File: src/rtl/rv_enc_pkg.sv
// rtl/rv_enc_pkg.sv - shared opcode constants, format/state enums and opcode classifier for the RV32I encoder
package rv_enc_pkg;

    typedef enum logic [2:0] {FMT_U, FMT_J, FMT_I, FMT_ISH, FMT_R, FMT_B, FMT_S, FMT_BAD} fmt_e;
    typedef enum logic [1:0] {IDLE, LOAD, DONE} state_e;

    localparam logic [6:0] OPC_LUI       = 7'b0110111;
    localparam logic [6:0] OPC_AUIPC     = 7'b0010111;
    localparam logic [6:0] OPC_JAL       = 7'b1101111;
    localparam logic [6:0] OPC_JALR      = 7'b1100111;
    localparam logic [6:0] OPC_BRANCH    = 7'b1100011;
    localparam logic [6:0] OPC_LOAD      = 7'b0000011;
    localparam logic [6:0] OPC_STORE     = 7'b0100011;
    localparam logic [6:0] OPC_ARI_ITYPE = 7'b0010011;
    localparam logic [6:0] OPC_ARI_RTYPE = 7'b0110011;

    localparam logic [2:0] FNC_SLL = 3'b001;
    localparam logic [2:0] FNC_SR  = 3'b101;

    function automatic fmt_e opc_to_fmt(input logic [6:0] opc, input logic [2:0] func3);
        fmt_e f;
        case (opc)
            OPC_LUI, OPC_AUIPC: f = FMT_U;
            OPC_JAL:            f = FMT_J;
            OPC_JALR, OPC_LOAD: f = FMT_I;
            OPC_ARI_ITYPE:      f = (func3 == FNC_SLL || func3 == FNC_SR) ? FMT_ISH : FMT_I;
            OPC_ARI_RTYPE:      f = FMT_R;
            OPC_BRANCH:         f = FMT_B;
            OPC_STORE:          f = FMT_S;
            default:            f = FMT_BAD;
        endcase
        return f;
    endfunction

endpackage

File: src/rtl/rv_instr_pack.sv
// rtl/rv_instr_pack.sv - combinational packing of RV32I instruction fields into a 32-bit word
module rv_instr_pack
    import rv_enc_pkg::*;
(
    input  logic [6:0]  opc,
    input  logic [4:0]  rd,
    input  logic [4:0]  rs1,
    input  logic [4:0]  rs2,
    input  logic [2:0]  func3,
    input  logic        func1,
    input  logic [31:0] imm,
    output fmt_e        fmt,
    output logic [31:0] word
);

    logic [2:0] f3_eff;
    logic       unused_imm_lsb;

    // B/J offsets are always even, so bit 0 carries no information
    assign unused_imm_lsb = imm[0];

    always_comb begin
        fmt    = opc_to_fmt(opc, func3);
        f3_eff = (opc == OPC_JALR) ? 3'b000 : func3;
        case (fmt)
            FMT_U:   word = {imm[31:12], rd, opc};
            FMT_J:   word = {imm[20], imm[10:1], imm[11], imm[19:12], rd, opc};
            FMT_I:   word = {imm[11:0], rs1, f3_eff, rd, opc};
            FMT_ISH: word = {1'b0, func1, 5'b00000, imm[4:0], rs1, func3, rd, opc};
            FMT_R:   word = {1'b0, func1, 5'b00000, rs2, rs1, func3, rd, opc};
            FMT_B:   word = {imm[12], imm[10:5], rs2, rs1, func3, imm[4:1], imm[11], opc};
            FMT_S:   word = {imm[11:5], rs2, rs1, func3, imm[4:0], opc};
            default: word = 32'h0000_0000;
        endcase
    end

endmodule

File: src/rtl/rv_instr_encoder.sv
// rtl/rv_instr_encoder.sv - handshake-driven RV32I program loader writing encoded words into IMEM
module rv_instr_encoder
    import rv_enc_pkg::*;
#(
    parameter int ADDR_W    = 10,
    parameter int BASE_ADDR = 0
) (
    input  logic              clk,
    input  logic              rst,
    input  logic              start,
    input  logic              in_valid,
    output logic              in_ready,
    input  logic [6:0]        in_opc,
    input  logic [4:0]        in_rd,
    input  logic [4:0]        in_rs1,
    input  logic [4:0]        in_rs2,
    input  logic [2:0]        in_func3,
    input  logic              in_func1,
    input  logic [31:0]       in_imm,
    input  logic              in_last,
    output logic              imem_we,
    output logic [ADDR_W-1:0] imem_addr,
    output logic [31:0]       imem_wdata,
    output logic              busy,
    output logic              done,
    output logic              err_illegal,
    output logic              err_ovf,
    output logic [ADDR_W:0]   count
);

    localparam logic [ADDR_W-1:0] BASE = ADDR_W'(BASE_ADDR);
    localparam logic [ADDR_W-1:0] LAST = {ADDR_W{1'b1}};

    state_e              state_q, state_d;
    logic [ADDR_W-1:0]   ptr_q, ptr_d;
    logic [ADDR_W:0]     count_q, count_d;
    logic                we_q, we_d;
    logic [ADDR_W-1:0]   addr_q, addr_d;
    logic [31:0]         wdata_q, wdata_d;
    logic                err_ill_q, err_ill_d;
    logic                err_ovf_q, err_ovf_d;
    fmt_e                fmt;
    logic [31:0]         word;
    logic                accept;

    rv_instr_pack u_pack (
        .opc   (in_opc),
        .rd    (in_rd),
        .rs1   (in_rs1),
        .rs2   (in_rs2),
        .func3 (in_func3),
        .func1 (in_func1),
        .imm   (in_imm),
        .fmt   (fmt),
        .word  (word)
    );

    assign accept = in_valid & in_ready;

    always_ff @(posedge clk or posedge rst) begin
        if (rst) begin
            state_q   <= IDLE;
            ptr_q     <= BASE;
            count_q   <= '0;
            we_q      <= 1'b0;
            addr_q    <= BASE;
            wdata_q   <= '0;
            err_ill_q <= 1'b0;
            err_ovf_q <= 1'b0;
        end else begin
            state_q   <= state_d;
            ptr_q     <= ptr_d;
            count_q   <= count_d;
            we_q      <= we_d;
            addr_q    <= addr_d;
            wdata_q   <= wdata_d;
            err_ill_q <= err_ill_d;
            err_ovf_q <= err_ovf_d;
        end
    end

    always_comb begin
        state_d = state_q;
        case (state_q)
            IDLE:    if (start) state_d = LOAD;
            LOAD:    if (err_ovf_q || (accept && in_last)) state_d = DONE;
            DONE:    if (start) state_d = LOAD;
            default: state_d = IDLE;
        endcase
    end

    always_comb begin
        busy     = (state_q == LOAD);
        done     = (state_q == DONE);
        in_ready = (state_q == LOAD) && !err_ovf_q;
    end

    // Illegal opcodes complete the handshake but leave pointer/count untouched
    always_comb begin
        ptr_d     = ptr_q;
        count_d   = count_q;
        we_d      = 1'b0;
        addr_d    = addr_q;
        wdata_d   = wdata_q;
        err_ill_d = err_ill_q;
        err_ovf_d = err_ovf_q;
        if (state_q != LOAD && start) begin
            ptr_d     = BASE;
            count_d   = '0;
            err_ill_d = 1'b0;
            err_ovf_d = 1'b0;
        end else if (accept) begin
            if (fmt == FMT_BAD) begin
                err_ill_d = 1'b1;
            end else begin
                we_d    = 1'b1;
                addr_d  = ptr_q;
                wdata_d = word;
                count_d = count_q + (ADDR_W + 1)'(1);
                if (ptr_q == LAST) err_ovf_d = 1'b1;
                else               ptr_d = ptr_q + ADDR_W'(1);
            end
        end
    end

    assign imem_we     = we_q;
    assign imem_addr   = addr_q;
    assign imem_wdata  = wdata_q;
    assign err_illegal = err_ill_q;
    assign err_ovf     = err_ovf_q;
    assign count       = count_q;

endmodule
File: config.mk
export PLATFORM = sky130hd
export DESIGN_NAME = rv_instr_encoder
export DESIGN_NICKNAME = d
export VERILOG_FILES = /design/src/rtl/rv_enc_pkg.sv /design/src/rtl/rv_instr_pack.sv /design/src/rtl/rv_instr_encoder.sv
export SDC_FILE = /design/constraint.sdc
export NUM_CORES = 1
export LEC_CHECK = 0
export CELL_PAD_IN_SITES_DETAIL_PLACEMENT = 0
export CELL_PAD_IN_SITES_GLOBAL_PLACEMENT = 1
export CORE_ASPECT_RATIO = 0.8
export CORE_MARGIN = 2
export CORE_UTILIZATION = 46
export CTS_CLUSTER_SIZE = 30
export DETAILED_ROUTE_END_ITERATION = 8
export DONT_BUFFER_PORTS = 1
export PLACE_DENSITY_LB_ADDON = 0.1
export SLEW_MARGIN = 10
export SYNTH_ARGS = -nofsm -noshare
export SYNTH_HDL_FRONTEND = slang
export SYNTH_SLANG_ARGS = --single-unit
File: constraint.sdc
create_clock -name clk -period 3.3 [get_ports clk]
set_input_delay 0.99 -clock clk [delete_from_list [all_inputs] [get_ports clk]]
set_output_delay 0.99 -clock clk [all_outputs]
set_load 0.02 [all_outputs]
* Word level (Yosys, flattened, before mapping)
Cells that the tools add are included.
Storage, ports and cells: word-level logic and storage cells 83, output and inout bits 59, register bits after elaboration 68
Operators by class: bitwise gates (word level) 3, reduce and logical (&&, ||, !) cells 20, $add $sub $neg 2, multiplexer cells 24, equality and inequality tests 26
Operator list (count):
- case mux 32 bit (7 select lines) | 1
- 2-to-1 mux 10 bit | 4
- 2-to-1 mux 11 bit | 3
- equality test 7 x 6 -> 1 bit, second input constant | 3
- equality test 7 bit, second input constant | 3
- case mux 3 bit (7 select lines) | 1
- equality test 3 bit, second input constant | 5
- equality test 7 x 5 -> 1 bit, second input constant | 2
- adder 11 x 1 -> 11 bit, second input constant | 1
- 2-to-1 mux 1 bit | 11
- adder 10 x 1 -> 10 bit, second input constant | 1
- equality test 10 bit, second input constant | 1
- AND reduction 3 bit | 3
- equality test 7 x 2 -> 1 bit, second input constant | 1
- equality test 3 x 1 -> 1 bit, second input constant | 2
- equality test 3 x 2 -> 1 bit, second input constant | 2
- inequality test 2 x 1 -> 1 bit, second input constant | 3
- AND reduction 2 bit | 3
- nonzero test 2 bit | 3
- OR reduction 2 bit | 3
- 2-to-1 mux 2 bit | 2
- inequality test 2 bit, second input constant | 2
- case mux 2 bit (2 select lines) | 1
- logical AND 1 bit | 3
- other kinds (9) | 11

* Longest topological paths before layout
word-level depth 8, depth in mapped cells 9, mapped depth without buffers 6

* Hierarchy
A second synthesis with hierarchy kept.
Second synthesis, totals: cell total of the unflattened synthesis 438, area, all modules 3794.9 µm²
By module, submodules not included:
- rv_instr_encoder | area each 2901.5 µm², cells each 310, times used 1
- rv_instr_pack | area each 893.4 µm², cells each 128, times used 1

* Worst setup path before layout
OpenSTA, ideal clock, no wires.
kind input to register, start in in_opc[4], end reg count_q[7] (netlist: count[7]), slack 661 ps, stages on the path 6, buffers on the path 1, arrival 2561 ps, path through buf_6 > nand3b_4 > or3_4 > a2111o_1 > or3_1 > a21oi_1
Between the ends: word-level cells in the longest chain between the ends 6
RTL lines:
- start, declared | RTL line rv_instr_encoder.sv:13 | input logic [6:0] in_opc,
- equality test 7 x 2 -> 1 bit (tied with other cells) | RTL line rv_enc_pkg.sv:22 | case (opc)
- OR reduction 2 bit | RTL line rv_enc_pkg.sv:22
- case mux 3 bit (7 select lines) (*) | RTL line rv_enc_pkg.sv:22
- equality test 3 bit (*) | RTL line rv_instr_encoder.sv:113 | if (fmt == FMT_BAD) begin
- inequality test 2 bit (no source line) (*)
- AND reduction 2 bit (no source line) (*)
- end signal, assigned | RTL line rv_instr_encoder.sv:73 | count_q <= count_d;
- end, declared | RTL line rv_instr_encoder.sv:36 | logic [ADDR_W:0] count_q, count_d;
Every way passes the cells marked *; elsewhere a longest branch is shown, timed or not. A chain may end at the register's enable or synchronous reset.

* Final worst setup path
start in in_opc[1], end reg ptr_q[9]
Between the ends: word-level cells in the longest chain between the ends 6
RTL lines:
- equality test 7 x 2 -> 1 bit (tied with other cells) | RTL line rv_enc_pkg.sv:22
- OR reduction 2 bit | RTL line rv_enc_pkg.sv:22
- case mux 3 bit (7 select lines) (*) | RTL line rv_enc_pkg.sv:22
- equality test 3 bit (*) | RTL line rv_instr_encoder.sv:113
- inequality test 2 bit (no source line) (*)
- AND reduction 3 bit (no source line) (*)
- end signal, assigned | RTL line rv_instr_encoder.sv:72 | ptr_q <= ptr_d;
- end, declared | RTL line rv_instr_encoder.sv:35 | logic [ADDR_W-1:0] ptr_q, ptr_d;
Marks and branches as above.

==> impl_metrics.env <==
export IMPL_outcome="complete, no violations"
export IMPL_max_freq_mhz=404
export IMPL_fin_util_pct=52.9
export IMPL_synth_mux_area_share_pct=1.27
export IMPL_cts_made_buffers=9
export IMPL_root_buffer="clkbuf_8"
export IMPL_overflow=0
export IMPL_antennaDiodeCount=0
export IMPL_post_cts_setup_buffers=0
export IMPL_yosys_top_cells_area="dfrtp_1, nand2_1, nor2_1, a221oi_1, a21oi_1"
export IMPL_final_nets=436
export IMPL_cts_hold_buf=0
export IMPL_clock_skew_ns=0.00467
export IMPL_finalHoldViolCount=0
export IMPL_grt_pass1_vias=2690
export IMPL_syn_instance_count=369
export IMPL_seq_area_frac_synth_pct=50.7
export IMPL_wl_um=8830
export IMPL_p_per_area_nw_per_um2=666
export IMPL_areaGrowthSynthToFinish_pct=9.58
export IMPL_critPathRequiredTime_ns=3.53
export IMPL_cp_start_kind="input port"
export IMPL_dieWidth_um=99.5
export IMPL_synth_top_family_by_area="simple AND/OR/NAND/NOR gates"
export IMPL_period_needed_ns=2.48
export IMPL_synth_top_cell_area_share_pct=50.7
export IMPL_tns_ns=0
export IMPL_drtIter0Drc=176
export IMPL_die_h_um=80.4
export IMPL_htreeDepth=3
export IMPL_vias=2824
export IMPL_drc=0
export IMPL_mappedNetlistNets=434
export IMPL_synth_simple_area_share_pct=24.2
export IMPL_drt_wirelength_per_cell_um=19.1
export IMPL_synthXorXnorAreaFrac_pct=0.783
export IMPL_multiInputGateArea_um2=1540
export IMPL_critPathCaptureType="flop"
export IMPL_grt_max_degree=39
export IMPL_die_area_um2=8000
export IMPL_antenna_found_initial=0
export IMPL_synth_compound_gate_area_share_pct=18.4
export IMPL_yosysWarningCount=0
export IMPL_min_path_type="reg2reg"
export IMPL_worst_ir_drop_vdd_v=0.000417
export IMPL_leakage_nw=1.60
export IMPL_syn_area_um2=3360
export IMPL_gp_congestion=0.835
export IMPL_synth_top_cell_by_area="dfrtp_1"
export IMPL_initial_utilization_pct=48.2
export IMPL_clk_path_buf_depth=2
export IMPL_instances_no_fill=463
export IMPL_io_pins=122
export IMPL_dp_cells=447
export IMPL_maxCapViolCount=0
export IMPL_dpl_hpwl_um=6300
export IMPL_critPathKind="in2reg"
export IMPL_arrival_ns=2.71
export IMPL_rsz0062_at_grt="false"
export IMPL_first_pass_iters=5
export IMPL_via_per_inst=6.10
export IMPL_relSlewSlack_pct=40.0
export IMPL_synth_edf_count=0
export IMPL_core_area_um2=6960
export IMPL_seq_area_um2=1700
export IMPL_cts_tree="done"
export IMPL_grt_pass1_wl_um=14000
export IMPL_avgSynthCellArea_um2=9.10
export IMPL_tightestPinTransition_ns=0.894
export IMPL_synth_seq_cells=68
export IMPL_final_common_cell="dfrtp_1"
export IMPL_layout_drive_gt1_share_pct=8.78
export IMPL_synth_fa_ha_area_share_pct=0.745
export IMPL_cts_sink_count=68
export IMPL_finalMaxSlewViolations=0
export IMPL_async_flop_share_pct=100
export IMPL_grt_usage_pct=22.8
export IMPL_portBuffers=0
export IMPL_yosysUniqueCellTypes=54
export IMPL_fillers=678
export IMPL_clk_pin_slew_ns=0.07
export IMPL_period_share_pct=75.1
export IMPL_mostFrequentLayoutCells="dfrtp_1, nand2_1, nor2_1"
export IMPL_clock_latency_ns=0.34
export IMPL_synthFlopType="dfrtp_1"
export IMPL_cp_max_fo=13
export IMPL_setup_violations=0
export IMPL_row_count=27
export IMPL_ctsResizeCount=0
export IMPL_ant_nets=0
where the power goes:
| part | total [W] | internal, W | switching [W] | leakage [nW] |
|---|---|---|---|---|
| Sequential | 0.00139 | 0.00102 | 0.000368 | 0.900 |
| Combinational | 0.000349 | 0.000133 | 0.000216 | 0.600 |
| Clock | 0.000710 | 0.000388 | 0.000322 | 0.102 |
| Total | 0.00245 | 0.00154 | 0.000906 | 1.60 |
flip-flops by register name, summed over array words and instances, names as in the netlist:
name,cells
count,11
err_illegal,1
err_ovf,1
imem_addr,10
imem_wdata,32
imem_we,1
ptr_q,10
state_q,2
cells in the mapped netlist (3+ instances only):
| cell type | instances |
|---|---|
| a211oi_1 | 3 |
| a21oi_1 | 18 |
| or4_1 | 4 |
| o211ai_1 | 3 |
| or3_1 | 7 |
| dfrtp_1 | 68 |
| nor2_1 | 53 |
| a31oi_1 | 3 |
| clkbuf_1 | 10 |
| nand4_1 | 3 |
| inv_1 | 11 |
| a221oi_1 | 19 |
| o31ai_1 | 5 |
| buf_2 | 5 |
| nand2b_1 | 4 |
| and3_1 | 5 |
| nor3b_1 | 3 |
| o21ai_0 | 17 |
| nor3_1 | 5 |
| a222oi_1 | 4 |
| nand2_1 | 65 |
| nand3_1 | 11 |
worst paths after layout:
path	end	slack (ns)	start	cells after the start
max	ptr_q[9]	0.82	in_opc[1]	6
min	state_q[0]	0.49	state_q[0]	1
max reg2reg	count[8]	0.98	state_q[1]	5
min reg2reg	state_q[0]	0.49	state_q[0]	1
max in group asynchronous	ptr_q[1]	2.03	rst	2
min in group asynchronous	imem_wdata[20]	0.62	rst	1
cell type report:
cell class	instances	share of cell area [%]
flip-flops and latches	68	46.3
multi-input cells	271	41.8
clock buffers	12	4.22
well taps	87	2.96
repair buffers	10	2.38
clock inverters	4	1.29
inverters	11	1.12
routing by layer:
metal  global-route usage (%)  part of all wire [%]
met1                     32.0                    48
met3                     8.79                   9.9
met5                        0                     0
met4                     6.99                  0.80
met2                     32.7                    41
worst max-delay path, cell delays in order:
cell and delay, ns:
nand2_1 0.18, nor3_1 0.57, o211ai_1 0.18, buf_4 0.23
nor3_1 0.21, mux2_2 0.35
metrics by stage:
step	cell area (um^2)	hold slack, ns	setup WS (ns)	total power, W
floorplan	3360	0.448	0.598	0.00165
global placement	3480	0.469	0.600	0.00175
detailed placement	3480	0.474	0.469	0.00176
CTS	3680	0.489	0.840	0.00248
global route	3680	0.519	0.686	0.00259
finish	3680	0.489	0.823	0.00245
cells by family after synthesis:
| group | after synthesis |
|---|---|
| compound gates | 88 |
| flops | 68 |
| xor+xnor | 3 |
| simple gates | 174 |
| buf+inv | 30 |
| mux | 4 |
| fa+ha+maj | 2 |
Note: power is estimated with default switching activity, not from simulation.
